--- config.mk ---
export PLATFORM = sky130hd
export DESIGN_NAME = alu_conv_arb
export DESIGN_NICKNAME = d
export VERILOG_FILES = /design/src/rtl/alu_conv_arb.sv
export SDC_FILE = /design/constraint.sdc
export NUM_CORES = 1
export LEC_CHECK = 0
export ABC_AREA = 1
export BUFFER_PORTS_ARGS = -buffer_cell sky130_fd_sc_hd__buf_2
export CAP_MARGIN = 20
export CORE_AREA = 4 4 96 98
export DETAILED_ROUTE_END_ITERATION = 8
export DIE_AREA = 0 0 100 102
export HOLD_SLACK_MARGIN = 0.08
export PLACE_DENSITY = 0.75
export SLEW_MARGIN = 20
export SYNTH_ARGS = -nofsm -noshare
export SYNTH_HDL_FRONTEND = slang
export SYNTH_SLANG_ARGS = --single-unit
--- constraint.sdc ---
create_clock -name clk -period 2 [get_ports clk]
set_clock_uncertainty 0.15 [all_clocks]
set_input_delay 0.2 -clock clk [delete_from_list [all_inputs] [get_ports clk]]
set_output_delay 0.2 -clock clk [all_outputs]
set_load 0.02 [all_outputs]
--- src/rtl/alu_conv_arb.sv ---
// Round-robin arbiter sharing one alu_conv datapath between two requesters.
// A tag pipeline routes each result back to its issuer; a flush FSM drains it.
module alu_conv_arb #(
    parameter int LAT = 2,
    parameter int W   = 16,
    parameter int YW  = 18
) (
    input  logic          clk,
    input  logic          reset,
    input  logic          req0_valid,
    input  logic [W-1:0]  req0_a,
    input  logic [W-1:0]  req0_b,
    output logic          req0_ready,
    input  logic          req1_valid,
    input  logic [W-1:0]  req1_a,
    input  logic [W-1:0]  req1_b,
    output logic          req1_ready,
    output logic [W-1:0]  alu_a,
    output logic [W-1:0]  alu_b,
    input  logic [YW-1:0] alu_y,
    output logic          rsp0_valid,
    output logic [YW-1:0] rsp0_y,
    output logic          rsp1_valid,
    output logic [YW-1:0] rsp1_y,
    input  logic          flush,
    output logic          flush_done,
    output logic          busy
);

    localparam int CW = $clog2(LAT + 2);

    typedef enum logic [1:0] {
        RUN   = 2'd0,
        DRAIN = 2'd1,
        DONE  = 2'd2
    } state_t;

    state_t          state_q, state_d;
    logic            ptr_q;
    logic [CW-1:0]   count_q, count_d;
    logic [LAT:0]    tag_v_q;
    logic [LAT:0]    tag_id_q;
    logic [W-1:0]    alu_a_q, alu_b_q;
    logic            rsp0_valid_q, rsp1_valid_q;
    logic [YW-1:0]   rsp0_y_q, rsp1_y_q;
    logic            flush_done_q, busy_q;

    logic            issue_en_s, issue_s, win_s, exit_s, exit_id_s;

    assign exit_s    = tag_v_q[LAT];
    assign exit_id_s = tag_id_q[LAT];

    // Grant selection: the pointer only breaks ties between two valid requesters.
    always_comb begin
        issue_en_s = (state_q == RUN) && !flush && !reset;
        if (req0_valid && req1_valid) begin
            win_s = ptr_q;
        end else if (req1_valid) begin
            win_s = 1'b1;
        end else begin
            win_s = 1'b0;
        end
        issue_s    = issue_en_s && (req0_valid || req1_valid);
        req0_ready = issue_s && !win_s;
        req1_ready = issue_s && win_s;
    end

    // In-flight count after this cycle's issue and tag exit.
    always_comb begin
        count_d = count_q;
        case ({issue_s, exit_s})
            2'b10:   count_d = count_q + CW'(1);
            2'b01:   count_d = count_q - CW'(1);
            default: count_d = count_q;
        endcase
    end

    // Flush FSM; DRAIN looks at the post-exit count so DONE is reached without a bubble.
    always_comb begin
        state_d = state_q;
        case (state_q)
            RUN: begin
                if (flush) state_d = DRAIN;
                else       state_d = RUN;
            end
            DRAIN: begin
                if (count_d == '0) state_d = DONE;
                else               state_d = DRAIN;
            end
            DONE: begin
                if (!flush) state_d = RUN;
                else        state_d = DONE;
            end
            default: state_d = RUN;
        endcase
    end

    // State, operand, tag pipeline and response registers.
    always_ff @(posedge clk) begin
        if (reset) begin
            state_q      <= RUN;
            ptr_q        <= 1'b0;
            count_q      <= '0;
            tag_v_q      <= '0;
            tag_id_q     <= '0;
            alu_a_q      <= '0;
            alu_b_q      <= '0;
            rsp0_valid_q <= 1'b0;
            rsp1_valid_q <= 1'b0;
            rsp0_y_q     <= '0;
            rsp1_y_q     <= '0;
            flush_done_q <= 1'b0;
            busy_q       <= 1'b0;
        end else begin
            state_q      <= state_d;
            count_q      <= count_d;
            tag_v_q      <= {tag_v_q[LAT-1:0], issue_s};
            tag_id_q     <= {tag_id_q[LAT-1:0], win_s};
            flush_done_q <= (state_d == DONE);
            busy_q       <= (count_d != '0);
            rsp0_valid_q <= exit_s && !exit_id_s;
            rsp1_valid_q <= exit_s && exit_id_s;
            if (issue_s) begin
                ptr_q   <= !win_s;
                alu_a_q <= win_s ? req1_a : req0_a;
                alu_b_q <= win_s ? req1_b : req0_b;
            end else begin
                ptr_q   <= ptr_q;
                alu_a_q <= alu_a_q;
                alu_b_q <= alu_b_q;
            end
            if (exit_s && !exit_id_s) rsp0_y_q <= alu_y;
            else                      rsp0_y_q <= rsp0_y_q;
            if (exit_s && exit_id_s)  rsp1_y_q <= alu_y;
            else                      rsp1_y_q <= rsp1_y_q;
        end
    end

    assign alu_a      = alu_a_q;
    assign alu_b      = alu_b_q;
    assign rsp0_valid = rsp0_valid_q;
    assign rsp0_y     = rsp0_y_q;
    assign rsp1_valid = rsp1_valid_q;
    assign rsp1_y     = rsp1_y_q;
    assign flush_done = flush_done_q;
    assign busy       = busy_q;

endmodule

Word level (Yosys, flattened, before mapping)
Cells that the tools add are included.

Register bits: 83. Latch bits: 0. Bits in writable memories: 0. Memory bits (read-only): 0. Input bits: 87. Output and inout port bits: 74. Word-level logic and storage cells: 45. Memories kept: 0.

Add/sub/neg operators: 2. Multiply operators: 0. Div/mod/pow operators: 0. $lt $le $gt $ge: 0. Equality and inequality tests: 5. Shift operators: 0. Multiplexer cells: 9. Bitwise gates (word level): 0. Reductions and logical operators: 16.

Operators by type and width (count): 16-bit two-way mux (2); 1-bit logical AND (8); 2-bit equality test, second input constant (3); 2-bit case mux with 3 select lines (1); 2-bit by 1-bit equality test with 1-bit output, second input constant (2); 1-bit zero test (4); 2-bit zero test (2); 2-bit two-way mux (2); 2-bit case mux with 2 select lines (1); 1-bit two-way mux (3); 2-bit by 1-bit adder with 2-bit output, second input constant (1); 2-bit nonzero test (1); 2-bit by 1-bit subtractor with 2-bit output, second input constant (1); 1-bit logical OR (1).

Longest topological paths before layout
Word-level depth: 10. Depth in mapped cells: 13. Depth with buffers taken out: 11.

Least setup slack after synthesis
No wires, ideal clock.

Kind: reg2reg. Start point: reg state_q[0]. End point: reg busy_q (netlist: busy). Setup time: 115 ps. Data arrival time: 1571 ps. Required time: 1735 ps. Path slack: 164 ps. Stages on the path, launching flop included: 8. Path buffers: 1. Clock period less this slack: 1836 ps. Cells stage by stage: dfxtp_1 -> nor2_4 -> nand4_2 -> buf_4 -> ha_1 -> xor2_1 -> nand3_1 -> and2_1.

Word-level cells in the longest chain between the ends: 7. Elaborated cells on any way between the ends: 8. Classes of those cells: 2 x eq/ne; 1 x mux; 5 x reduce/logical.

Ends and longest elaborated chain: start, declared (line 38) `state_t state_q, state_d;`; start signal, assigned (line 115) `state_q <= state_d;`; 2-bit zero test (*) (line 55) `issue_en_s = (state_q == RUN) && !flush && !reset;`; 1-bit logical AND (*) (2 in a row) (line 55); 1-bit logical AND (*) (line 63) `issue_s = issue_en_s && (req0_valid || req1_valid);`; 2-bit by 1-bit equality test with 1-bit output / 2-bit equality test (equally long branches) (line 71) `case ({issue_s, exit_s})`; 2-bit case mux with 2 select lines (*) (line 71); 2-bit nonzero test (*) (line 120) `busy_q <= (count_d != '0);`; end signal, assigned (line 120); end, declared (line 46) `logic flush_done_q, busy_q;`.

Every way passes the cells marked *; elsewhere a longest branch is shown, timed or not. A chain may end at the register's enable or synchronous reset.

Worst setup path after layout
Start point: reg ptr_q. End point: reg alu_b_q[0] (netlist: alu_b[0]).

Word-level cells in the longest chain between the ends: 2.

Ends and longest elaborated chain: start, declared (line 39) `logic ptr_q;`; start signal, assigned (line 124) `ptr_q <= !win_s;`; start signal, assigned (line 128) `ptr_q <= ptr_q;`; 1-bit two-way mux (line 56) `if (req0_valid && req1_valid) begin`; 16-bit two-way mux (line 126) `alu_b_q <= win_s ? req1_b : req0_b;`; end signal, assigned (line 126); end signal, assigned (line 130) `alu_b_q <= alu_b_q;`; end, declared (line 43) `logic [W-1:0] alu_a_q, alu_b_q;`.

No other way between the ends.

==> results.toml <==
[global_route]
grt_pass1_vias = 3932
grt_max_degree = 43
gr-total-overflow = 0
grt_usage_pct = 21.1
antenna_found_initial = 0
grt_pass1_wl_um = 17500

[drt]
wirelength_um = 11200
vias_per_cell = 4.91
ant_nets = 0
drc = 0
firstDrtPassIters = 5
vias = 4014
drt-initial-drc-count = 183
wire_per_inst_um = 13.8

[yosys]
synth_seq_cells = 83
netlist_area_um2 = 3420
synth_top_area_cell = "dfxtp_1"
syn_inst = 472
synth_area_leaders = "dfxtp_1 49%, nand2_1 15%, nor2_1 9.0%"
syn_nets = 560
yosysSeqAreaShare_pct = 48.6
yosysTopAreaCellShare_pct = 48.6
ys_types = 24
synth.avg_cell_area_um2 = 7.25
yosys_warnings = 0

[cells_and_area]
layout_common_cells = "160 x buf_2, 137 x nand2_1, 83 x dfxtp_1"
areaGrowthSynthToFinish_pct = 55.7
drive_above_1_share_pct = 28.2
regArea_um2 = 1660
num_antenna_cells = 0
layout_commonest_cell = "buf_2"
n_fill_cell = 707
multi_input_area_um2 = 1510
fin_area_um2 = 5330
layout.nets = 793

[outcome]
outcome = "complete, no violations"

[sta]
hold_viol_final = 0
max_freq_mhz = 516
min_period_ns = 1.94
setup_violations = 0
period_share_pct = 97.0
maxSlewViolCount = 0
tightestPinTransition_ns = 0.489
tns_ns = 0
slew_headroom_pct = 67.2
hold_ws_ns = 0.0999

[clock_tree]
clkTransAtPathRegs_ns = 0.09
cts_made_buffers = 9
insertion_delay_ns = 0.33
htreeDepth = 3
root_buffer = "clkbuf_8"
tritoncts = "yes"
clockBufferDepth = 2
cts.sink_count = 83

[floorplanning]
rows = 34
die_h_um = 102
start_util_pct = 40.4
core_um2 = 8470
die_area_um2 = 10200
num_io_pins = 161
die_w_um = 100

[worst_setup_path]
endpoint_kind = "flop"
critPathKind = "reg -> reg"
worstSetupStartpointType = "flop"
cp_max_fo = 22
critPathArrivalTime_ns = 2.07
crit_required_ns = 2.13

[place]
dp_hpwl_um = 6590
place_area_um2 = 4240
port_buffers = 160
place_congestion = 0.778

[power]
p_leak_uw = 0.00268
vdd_ir_drop_max_v = 0.000378
powerDensity_nw_per_um2 = 667
fin_total_pwr_uw = 3550

[run]
cap_violations = 0

[worst_hold_path]
hp-class = "in -> reg"
Yosys cell counts:
master,number
nor2_1,82
and2_1,1
inv_2,2
o21ai_0,37
buf_2,7
dfxtp_1,83
inv_1,15
clkbuf_1,10
nand4_2,1
ha_1,1
buf_4,8
nand2_1,138
a21oi_1,33
inv_4,1
nor3_1,1
nand4_1,3
buf_6,5
nor2_4,2
clkinv_1,1
nor2_8,1
xor2_1,1
nand3_1,35
nand2_4,3
nand2_2,1
layout make-up:
class | count | area share, %
timing repair buffer | 252 | 33.1
multi-input combinational | 340 | 28.3
clock buffer | 9 | 2.33
inverter | 19 | 1.39
clock inverter | 7 | 1.10
sequential | 83 | 31.2
tap | 108 | 2.54
worst paths after layout:
check,end,slack (ns),depth (start not counted),startpoint
worst max-delay path,alu_b[0],0.06,9,ptr_q
worst min-delay path,alu_a[14],0.1,5,req1_a[14]
worst max register to register,alu_b[0],0.06,9,ptr_q
worst min register to register,tag_v_q[1],0.24,2,tag_v_q[0]
registers in the layout, summed over array words and instances, names as in the netlist:
register,cells
alu_a,16
busy,1
rsp1_valid,1
rsp1_y,18
rsp0_valid,1
ptr_q,1
alu_b,16
flush_done,1
count_q,2
rsp0_y,18
state_q,2
tag_id_q,3
tag_v_q,3
layer usage:
layer / global-route usage (%) / vias up / share of wire [%]
li1: - / 1965 / -
met1: 22.0 / 1800 / 37
met2: 38.6 / 188 / 51
met3: 4.57 / 61 / 6.8
met4: 13.2 / 0 / 5.4
met5: 0 / - / 0
report_power, final:
part | total, uW | leakage (uW) | switching [uW] | internal (uW)
Sequential | 1750 | 0.000673 | 33.7 | 1710
Clock | 1100 | 0.0000868 | 633 | 469
Combinational | 705 | 0.00192 | 370 | 334
metrics by stage:
step / cells / util [%] / setup WS (ns)
6_report: 818 / 62.9 / 0.0606
5_1_grt: 818 / 62.9 / -0.0527
4_1_cts: 815 / 61.8 / 0.0131
3_5_place_dp: 718 / 50.1 / 0.207
3_3_place_gp: 718 / 50.1 / 0.288
2_1_floorplan: 472 / - / 0.164
kinds of logic (layout without fill, tap and decap cells):
kind of cell             count (synthesis)  count (layout)  share of synthesized area, %
AO/OA/AOI/OAI                           70              70                          10.2
buffers and inverters                   49             287                          7.68
flip-flops                              83              83                          48.6
AND/OR/NAND/NOR                        268             268                          32.9
XOR/XNOR                                 1               1                         0.256
adder cells (fa/ha/maj)                  1               1                         0.366
what timing repair did:
action | CTS | global route
setup endpoints to repair | 0 | 19
gates resized for setup | 0 | 9
hold endpoints to repair | 71 | 0
hold buffers | 81 | 0
setup buffers | 0 | 1
critical path, cell delays in order, from the launching register on:
cell and delay (ns):
dfxtp_1 0.32, inv_1 0.07, nand2_2 0.12, nand2_4 0.12, buf_8 0.17, nand2_1 0.06, nand2_1 0.08, nand2_1 0.09
a21oi_2 0.13, dlygate4sd3_1 0.57
(Power assumes the default switching activity.)
